$ cat config.mk
export PLATFORM = sky130hd
export DESIGN_NAME = counter_sched_flat
export DESIGN_NICKNAME = d
export VERILOG_FILES = /design/src/rtl/counter_sched_pkg.sv /design/src/rtl/counter_sched_if.sv /design/src/rtl/counter_sched_rr_arbiter.sv /design/src/rtl/counter_sched.sv /design/src/flat_wrapper.sv
export SDC_FILE = /design/constraint.sdc
export NUM_CORES = 1
export LEC_CHECK = 0
export BUFFER_PORTS_ARGS = -buffer_cell sky130_fd_sc_hd__buf_2
export CAP_MARGIN = 20
export CORE_MARGIN = 5
export CORE_UTILIZATION = 52
export DETAILED_ROUTE_END_ITERATION = 10
export PLACE_DENSITY = 0.8
export SYNTH_ARGS = -nofsm -noshare
export SYNTH_HDL_FRONTEND = slang
export SYNTH_HIERARCHICAL = 1
export SYNTH_SLANG_ARGS = --single-unit
$ cat constraint.sdc
create_clock -name clk -period 3.3 [get_ports clk]
set_input_delay 0.33 -clock clk [delete_from_list [all_inputs] [get_ports clk]]
set_output_delay 0.33 -clock clk [all_outputs]
set_load 0.01 [all_outputs]
$ cat src/rtl/counter_sched_pkg.sv
// -----------------------------------------------------------------------------
// counter_sched_pkg
//
// Shared definitions for the round-robin counter scheduler:
//   - state_e     : scheduler FSM encoding (IDLE, RUN, DONE)
//   - DEF_NREQ    : default number of requesters
//   - DEF_WIDTH   : default counter / limit width
//   - MAX_NREQ    : largest supported requester count
//   - MAX_WIDTH   : largest supported counter width
//   - LIM_BUS_W   : width of the widest packed limit bus
//   - lim_sel()   : pulls slice i out of a packed limit bus
//
// No ports; this is a package.
// -----------------------------------------------------------------------------
package counter_sched_pkg;

   localparam int DEF_NREQ  = 4;
   localparam int DEF_WIDTH = 8;

   // Upper bounds for the packed-limit helper.
   // Instances must keep NREQ <= MAX_NREQ and WIDTH <= MAX_WIDTH.
   localparam int MAX_NREQ  = 8;
   localparam int MAX_WIDTH = 16;
   localparam int LIM_BUS_W = MAX_NREQ * MAX_WIDTH;

   typedef enum logic [1:0] {
      ST_IDLE = 2'd0,
      ST_RUN  = 2'd1,
      ST_DONE = 2'd2
   } state_e;

   // Returns slice idx (bits [idx*width +: width]) of a packed limit bus.
   // The caller zero-extends its bus to LIM_BUS_W and truncates the result
   // back to its own width, so one function serves every instance width.
   function automatic logic [MAX_WIDTH-1:0] lim_sel(
      input logic [LIM_BUS_W-1:0] limit,
      input int                   idx,
      input int                   width
   );
      logic [LIM_BUS_W-1:0] shifted;
      logic [MAX_WIDTH-1:0] mask;
      shifted = limit >> (idx * width);
      // For width == MAX_WIDTH the shift overflows to 0 and the subtraction
      // wraps to all ones, which is exactly the mask wanted.
      mask    = (MAX_WIDTH'(1) << width) - MAX_WIDTH'(1);
      return shifted[MAX_WIDTH-1:0] & mask;
   endfunction

endpackage

$ cat src/rtl/counter_sched_if.sv
// -----------------------------------------------------------------------------
// counter_sched_if
//
// Bundle of the scheduler's requester-side and status signals.
//
// Handshake: req[i] is a level. A requester raises it and must hold it until
// it sees done[i] (one-cycle pulse while grant[i] is high). Dropping req[i]
// while granted aborts the interval with no done. grant is one-hot or zero.
//
// Signals:
//   req       NREQ        per-requester request level
//   limit     NREQ*WIDTH  per-requester terminal value, slice i = [i*WIDTH +: WIDTH]
//   tick      1           count-enable strobe
//   grant     NREQ        one-hot owner of the counter, or zero
//   done      NREQ        one-cycle completion pulse to the owner
//   busy      1           scheduler not IDLE
//   count     WIDTH       shared counter value
//   state_dbg 2           current FSM state, for observation only
//
// Modports:
//   slave  - the scheduler (consumes req/limit/tick, produces the rest)
//   master - the requester side / environment
// -----------------------------------------------------------------------------
interface counter_sched_if #(
   parameter int NREQ  = counter_sched_pkg::DEF_NREQ,
   parameter int WIDTH = counter_sched_pkg::DEF_WIDTH
);
   import counter_sched_pkg::*;

   logic [NREQ-1:0]       req;
   logic [NREQ*WIDTH-1:0] limit;
   logic                  tick;
   logic [NREQ-1:0]       grant;
   logic [NREQ-1:0]       done;
   logic                  busy;
   logic [WIDTH-1:0]      count;
   state_e                state_dbg;

   modport slave (
      input  req,
      input  limit,
      input  tick,
      output grant,
      output done,
      output busy,
      output count,
      output state_dbg
   );

   modport master (
      output req,
      output limit,
      output tick,
      input  grant,
      input  done,
      input  busy,
      input  count,
      input  state_dbg
   );

endinterface

$ cat src/rtl/counter_sched_rr_arbiter.sv
// -----------------------------------------------------------------------------
// rr_arbiter
//
// Purely combinational round-robin pick. Searches req starting at index ptr,
// then ptr+1, ... wrapping modulo NREQ, and returns the first set bit as a
// one-hot vector (all zero when nothing is requested). The caller owns ptr.
//
// Ports:
//   req        in   NREQ   request levels
//   ptr        in   IDX_W  index where the search begins (0..NREQ-1)
//   gnt_onehot out  NREQ   one-hot winner, or zero
// -----------------------------------------------------------------------------
module rr_arbiter #(
   parameter int NREQ  = 4,
   parameter int IDX_W = $clog2(NREQ)
) (
   input  logic [NREQ-1:0]  req,
   input  logic [IDX_W-1:0] ptr,
   output logic [NREQ-1:0]  gnt_onehot
);

   always_comb begin
      logic             found;
      logic [IDX_W-1:0] idx;
      gnt_onehot = '0;
      found      = 1'b0;
      idx        = '0;
      for (int k = 0; k < NREQ; k++) begin
         // Candidate k steps after the pointer, wrapped into 0..NREQ-1.
         idx = IDX_W'((int'(ptr) + k) % NREQ);
         if (!found && req[idx]) begin
            gnt_onehot[idx] = 1'b1;
            found           = 1'b1;
         end
      end
   end

endmodule

$ cat src/rtl/counter_sched.sv
// -----------------------------------------------------------------------------
// counter_sched
//
// Round-robin scheduler sharing one up-counter between NREQ requesters.
// In IDLE the arbiter picks the next requester after the round-robin pointer;
// its limit is latched and the counter runs from 0 on each tick. When a tick
// arrives with count == lim_q the owner gets a one-cycle done (DONE state),
// then the scheduler returns to IDLE and the pointer moves past the owner.
// Dropping req while owning the counter aborts without done. Every output is
// taken straight from a register.
//
// Ports:
//   clk   in   1      rising-edge clock
//   rst   in   1      synchronous active-high reset
//   bus   slave modport of counter_sched_if:
//         req/limit/tick in; grant/done/busy/count/state_dbg out
//
// Parameters:
//   NREQ  2..8 requesters
//   WIDTH counter / limit width (<= MAX_WIDTH)
// -----------------------------------------------------------------------------
module counter_sched
   import counter_sched_pkg::*;
#(
   parameter int NREQ  = DEF_NREQ,
   parameter int WIDTH = DEF_WIDTH
) (
   input  logic           clk,
   input  logic           rst,
   counter_sched_if.slave bus
);

   localparam int IDX_W = $clog2(NREQ);

   // ---------------------------------------------------------------------------
   // Registers and their next values
   // ---------------------------------------------------------------------------
   state_e           state_q, state_n;
   logic [NREQ-1:0]  grant_q, grant_n;
   logic [NREQ-1:0]  done_q,  done_n;
   logic [WIDTH-1:0] count_q, count_n;
   logic [WIDTH-1:0] lim_q,   lim_n;
   logic [IDX_W-1:0] ptr_q,   ptr_n;
   logic [IDX_W-1:0] owner_q, owner_n;

   // ---------------------------------------------------------------------------
   // Combinational helpers
   // ---------------------------------------------------------------------------
   logic [NREQ-1:0]      arb_gnt;
   logic [IDX_W-1:0]     win_idx;
   logic [IDX_W-1:0]     owner_inc;
   logic [LIM_BUS_W-1:0] limit_ext;
   logic                 any_req;
   logic                 owner_req;
   logic                 terminal;

   rr_arbiter #(
      .NREQ  (NREQ),
      .IDX_W (IDX_W)
   ) u_arb (
      .req        (bus.req),
      .ptr        (ptr_q),
      .gnt_onehot (arb_gnt)
   );

   // Index of the one-hot arbiter winner.
   always_comb begin
      win_idx = '0;
      for (int i = 0; i < NREQ; i++) begin
         if (arb_gnt[i]) begin
            win_idx = IDX_W'(i);
         end
      end
   end

   assign limit_ext = LIM_BUS_W'(bus.limit);
   assign any_req   = |bus.req;
   assign owner_req = bus.req[owner_q];
   assign terminal  = bus.tick && (count_q == lim_q);

   // Pointer value after serving the current owner, wrapped for any NREQ.
   assign owner_inc = (owner_q == IDX_W'(NREQ - 1)) ? '0 : owner_q + IDX_W'(1);

   // ---------------------------------------------------------------------------
   // FSM: state register
   // ---------------------------------------------------------------------------
   always_ff @(posedge clk) begin
      if (rst) begin
         state_q <= ST_IDLE;
      end else begin
         state_q <= state_n;
      end
   end

   // ---------------------------------------------------------------------------
   // FSM: next state and next register values
   // ---------------------------------------------------------------------------
   always_comb begin
      state_n = state_q;
      grant_n = grant_q;
      done_n  = '0;
      count_n = count_q;
      lim_n   = lim_q;
      ptr_n   = ptr_q;
      owner_n = owner_q;

      case (state_q)
         ST_IDLE: begin
            if (any_req) begin
               grant_n = arb_gnt;
               owner_n = win_idx;
               lim_n   = WIDTH'(lim_sel(limit_ext, int'(win_idx), WIDTH));
               count_n = '0;
               state_n = ST_RUN;
            end
         end

         ST_RUN: begin
            // Abort is checked first so that it beats a simultaneous
            // terminal tick.
            if (!owner_req) begin
               grant_n = '0;
               count_n = '0;
               ptr_n   = owner_inc;
               state_n = ST_IDLE;
            end else if (terminal) begin
               // count stays at lim_q; it never wraps past the limit.
               done_n  = grant_q;
               state_n = ST_DONE;
            end else if (bus.tick) begin
               count_n = count_q + WIDTH'(1);
            end
         end

         ST_DONE: begin
            grant_n = '0;
            count_n = '0;
            ptr_n   = owner_inc;
            state_n = ST_IDLE;
         end

         default: begin
            grant_n = '0;
            count_n = '0;
            state_n = ST_IDLE;
         end
      endcase
   end

   // ---------------------------------------------------------------------------
   // Datapath registers
   // ---------------------------------------------------------------------------
   always_ff @(posedge clk) begin
      if (rst) begin
         grant_q <= '0;
         done_q  <= '0;
         count_q <= '0;
         lim_q   <= '0;
         ptr_q   <= '0;
         owner_q <= '0;
      end else begin
         grant_q <= grant_n;
         done_q  <= done_n;
         count_q <= count_n;
         lim_q   <= lim_n;
         ptr_q   <= ptr_n;
         owner_q <= owner_n;
      end
   end

   // ---------------------------------------------------------------------------
   // Outputs
   // ---------------------------------------------------------------------------
   assign bus.grant     = grant_q;
   assign bus.done      = done_q;
   assign bus.busy      = (state_q != ST_IDLE);
   assign bus.count     = count_q;
   assign bus.state_dbg = state_q;

   // ---------------------------------------------------------------------------
   // Structural invariants
   // ---------------------------------------------------------------------------
   a_grant_onehot : assert property (@(posedge clk) disable iff (rst)
      $onehot0(grant_q));

   a_done_to_owner : assert property (@(posedge clk) disable iff (rst)
      ((done_q & ~grant_q) == '0));

   a_count_bounded : assert property (@(posedge clk) disable iff (rst)
      (count_q <= lim_q));

endmodule

$ cat src/flat_wrapper.sv
// flat-port wrapper written by rule: the top's interface ports become plain ports
module counter_sched_flat import counter_sched_pkg::*;
#(
   parameter int NREQ  = DEF_NREQ,
   parameter int WIDTH = DEF_WIDTH
)
  (clk, rst, bus_req, bus_limit, bus_tick, bus_grant, bus_done, bus_busy, bus_count, bus_state_dbg);
  counter_sched_if #(.NREQ(NREQ), .WIDTH(WIDTH)) bus_i ();
  input  logic clk;
  input  logic rst;
  input wire logic [$bits(bus_i.req)-1:0] bus_req;
  input wire logic [$bits(bus_i.limit)-1:0] bus_limit;
  input wire logic [$bits(bus_i.tick)-1:0] bus_tick;
  output wire logic [$bits(bus_i.grant)-1:0] bus_grant;
  output wire logic [$bits(bus_i.done)-1:0] bus_done;
  output wire logic [$bits(bus_i.busy)-1:0] bus_busy;
  output wire logic [$bits(bus_i.count)-1:0] bus_count;
  output wire logic [$bits(bus_i.state_dbg)-1:0] bus_state_dbg;
  assign bus_i.req = bus_req;
  assign bus_i.limit = bus_limit;
  assign bus_i.tick = bus_tick;
  assign bus_grant = bus_i.grant;
  assign bus_done = bus_i.done;
  assign bus_busy = bus_i.busy;
  assign bus_count = bus_i.count;
  assign bus_state_dbg = bus_i.state_dbg;
  counter_sched #(.NREQ(NREQ), .WIDTH(WIDTH)) u_core (.clk(clk), .rst(rst), .bus(bus_i));
endmodule
==> results list <==
- The flow ran to the end, and the final reports show no timing, DRC or antenna violations.
* Critical register-to-register path startpoint: u_core/ptr_q[1]
* Clock network latency to the later pin of the worst-skew pair: around 290 ps
- STA classifies the critical path endpoint as a flop.
- Clock tree sinks: 30
- After layout, the minimum clock period comes to around 2800 ps.
- For this design, the CTS-stage hold fixing added 0 buffers.
- Net count after synthesis: between 200 and 300
- Power spread over the standard cell area amounts to 519 nW/µm².
- Summing over every cut layer, the via total after detailed routing is between 1,500 and 2,000.
- Cell taking the most area after synthesis: sky130_fd_sc_hd__dfxtp_1
- Antenna cells: 0
- Yosys printed 6 warnings.
- The endpoint identified for the worst register-to-register timing path is u_core/lim_q[6].
* Routed WL: 5000 µm
* Fraction of layout cells with a size suffix above 1: 33.6%
* Total standard cell area after synthesis: 2070 µm²
- # setup viols final: 0
* Setup slack on the worst flop-to-flop path: 460 ps
* Skew final: 11.3 ps
- RD Place Congestion: roughly 0.83
* Floorplan die area: about 5300 µm²
- Counting every instance in the synthesized netlist gives 221.
* Via count of the first global-routing pass: ~1,800
* # H-tree levels: 2
- The synthesized design contains 30 register bits.
- Clock tree synthesis inserted a total of 5 buffers.
* Worst reg-to-reg path cell count: 11
* Number of iterations in the first detailed-routing pass: 4
- Of the synthesized area, sequential elements account for 29.0%.
* Wire length of the first global-routing pass: 8150 µm
- The analysis attributes to cell leakage a power of 1.11 nW.
* Transition at the pin with the smallest max-transition slack: 582 ps
* Count of endpoints failing hold in the final timing report: 0
- TritonCTS built the clock tree.
- Clock-pin slew was measured on the worst setup and hold paths at 70 ps.
* Netlist cell types: 42
- Following the worst setup path forward leads to its endpoint at u_core/lim_q[6].
- The number of max-slew violations in the final report is 0.
- Worst max-slew margin expressed relative to the limit: 60.8%
- Initial DRC count: 134
- The core region is 3940 µm².
* Fraction of the cycle the final worst path needs: a little under nine tenths
* Nature of the critical path startpoint: flop
- Timing-limited maximum frequency: 352 MHz
- In the synthesized netlist the dominant register cell turns out to be sky130_fd_sc_hd__dfxtp_1.
- The initial antenna violation count is 0.
- Hold Crit Class: in -> reg
- Portion of synthesized cell area occupied by the leading cell type: 29.0%
* Largest cells by area after synthesis: sky130_fd_sc_hd__dfxtp_1 (29%), sky130_fd_sc_hd__mux2i_1 (8.7%), sky130_fd_sc_hd__a211oi_1 (5.4%)
- In this run the vertical extent of the chip is 73.1 µm.
- At the worst endpoint, the required time is between 3000 and 4000 ps.
- The count of nets left with antenna violations once routing finished came out at 0.
- Each instance of the synthesized netlist takes up on average approximately 9.4 µm².
- Across the VDD grid, the largest voltage drop is ~380 µV.
- GR Util All Layers: 19.5%
- # nets final: about 330
- Vias/cell: 5.67
- The floorplan has 23 rows.
- Startpoint of the most critical setup path: u_core/ptr_q[1]
- Entering global routing, the biggest net connects 35 pins.
- Once detailed placement completed, the half-perimeter wirelength came to 3630 µm.
- 58 I/O pins were placed.
- Adding up every negative setup slack in the final design gives 0 ps.
- Max-cap violations in this run came to 0.
- Layout area overhead: 18.7%
- After detailed routing, the number of remaining DRC violations is 0.
- In this run the clock root is driven by a sky130_fd_sc_hd__clkbuf_8.
- Yosys mapped a number of flops with a built-in enable equal to 0.
* Max Root-Sink Buffers: 2
- Port Buffer Count: between 50 and 60
- For the worst setup path, the data arrival time is 3030 ps.
- Post-cts gate resize count: 0
- Post-layout utilization of the core: 62.4%
* Mean routed wirelength per cell: 15.1 µm
- WS Path Type: reg -> reg
- Most instantiated library cell after synthesis: sky130_fd_sc_hd__dfxtp_1
- Width of the die: between 70 and 80 µm
- Congestion Overflow GR: 0
* Number of instances on the worst hold path: 2
* Starting density of the core: a little over half
* Max FO, Critical Path: 10
* Postcts setup bufs: 0
* Async SR Flop Fraction: 0%
- Setup repair after global routing left no endpoint under its margin.
* Most numerous cell types in the synthesized netlist: sky130_fd_sc_hd__dfxtp_1 (30), sky130_fd_sc_hd__nor2_1 (21), sky130_fd_sc_hd__mux2i_1 (18), sky130_fd_sc_hd__nand2_1 (16), sky130_fd_sc_hd__a211oi_1 (15)
[critical path: stages (launching register included)]
cell and delay, ps:
sky130_fd_sc_hd__dfxtp_1 490, sky130_fd_sc_hd__inv_1 120, sky130_fd_sc_hd__ha_1 320, sky130_fd_sc_hd__mux4_2 390, sky130_fd_sc_hd__nor4b_4 360, sky130_fd_sc_hd__nand2_1 90, sky130_fd_sc_hd__o211ai_1 90, sky130_fd_sc_hd__buf_4 240
sky130_fd_sc_hd__mux2i_1 100, sky130_fd_sc_hd__o21ai_0 190, sky130_fd_sc_hd__mux2i_1 120, sky130_fd_sc_hd__a211oi_1 240
[report_power, final]
| group | internal [mW] | switching (mW) |
|---|---|---|
| logic | 0.235 | 0.285 |
| clock network | 0.167 | 0.146 |
| registers | 0.403 | 0.0406 |
| total | 0.806 | 0.472 |
[layer usage]
layer  GRT usage, %  vias to the layer above  share of wire, %
li1               -                      934                 -
met1           23.8                      871                42
met2           32.4                       55                49
met3           4.96                       12               6.2
met4           8.40                        0               2.4
met5              0                        -                 0
[flip-flops by register name, summed over array words and instances (netlist names)]
name	cells
u_core/bus.done	4
u_core/bus.state_dbg	2
u_core/bus.count	8
u_core/ptr_q	2
u_core/bus.grant	4
u_core/lim_q	8
u_core/owner_q	2
[area by class of cell]
type | count | area, µm²
fill | 347 | 1480
multi-input combinational | 169 | 1330
sequential | 30 | 601
timing repair buffer | 64 | 338
clock buffer | 6 | 82.6
tap | 50 | 62.6
inverter | 9 | 33.8
clock inverter | 2 | 12.5
[cells in the final DEF (no fill, tap or decap), types with 5 or more instances in the layout]
cell type                  Yosys  layout
sky130_fd_sc_hd__mux2i_1      18      18
sky130_fd_sc_hd__xor2_1        8       8
sky130_fd_sc_hd__a211oi_1     15      15
sky130_fd_sc_hd__mux2_2        7       7
sky130_fd_sc_hd__o21ai_0       9       9
sky130_fd_sc_hd__nor2_1       21      21
sky130_fd_sc_hd__buf_2         3      57
sky130_fd_sc_hd__o211ai_1      5       5
sky130_fd_sc_hd__buf_4         1       7
sky130_fd_sc_hd__and4_1        6       6
sky130_fd_sc_hd__clkbuf_8      0       6
sky130_fd_sc_hd__inv_1         9       9
sky130_fd_sc_hd__nor3b_1       8       8
sky130_fd_sc_hd__dfxtp_1      30      30
sky130_fd_sc_hd__a21oi_1       8       8
sky130_fd_sc_hd__ha_1          8       8
sky130_fd_sc_hd__nor3_1        6       6
sky130_fd_sc_hd__nand2_1      16      16
[metrics by stage]
step / cells / instance area (µm²) / setup WS, ps / hold WS, ps / power, mW
after global placement: 320 / 2350 / 371 / 506 / 0.939
after global routing: 330 / 2460 / 270 / 387 / 1.35
after detailed placement: 321 / 2360 / 286 / 504 / 0.958
final: 330 / 2460 / 460 / 383 / 1.28
after CTS: 329 / 2450 / 183 / 375 / 1.28
after floorplan: 221 / 2070 / 556 / 476 / 0.836
[worst min-delay path by stage]
stage                        start                       to
2_1_floorplan             bus_tick  u_core/bus.state_dbg[1]
3_3_place_gp       u_core/lim_q[7]          u_core/lim_q[7]
3_5_place_dp   u_core/bus.grant[0]       u_core/bus.done[0]
4_1_cts                   bus_tick  u_core/bus.state_dbg[1]
5_1_grt                   bus_tick  u_core/bus.state_dbg[1]
6_report                  bus_tick  u_core/bus.state_dbg[1]
[logic make-up (layout without fill, tap and decap cells)]
| kind of cell | count (synthesis) | in the layout | synth area share [%] |
|---|---|---|---|
| AND/OR/NAND/NOR | 72 | 72 | 20.5 |
| adder cells (fa/ha/maj) | 8 | 8 | 4.83 |
| multiplexers | 30 | 30 | 18.3 |
| flip-flops | 30 | 30 | 29.0 |
| XOR/XNOR | 8 | 8 | 3.38 |
| buffers and inverters | 22 | 81 | 6.82 |
| AO/OA/AOI/OAI | 51 | 51 | 17.2 |
Note: power is estimated with default switching activity, not from simulation.
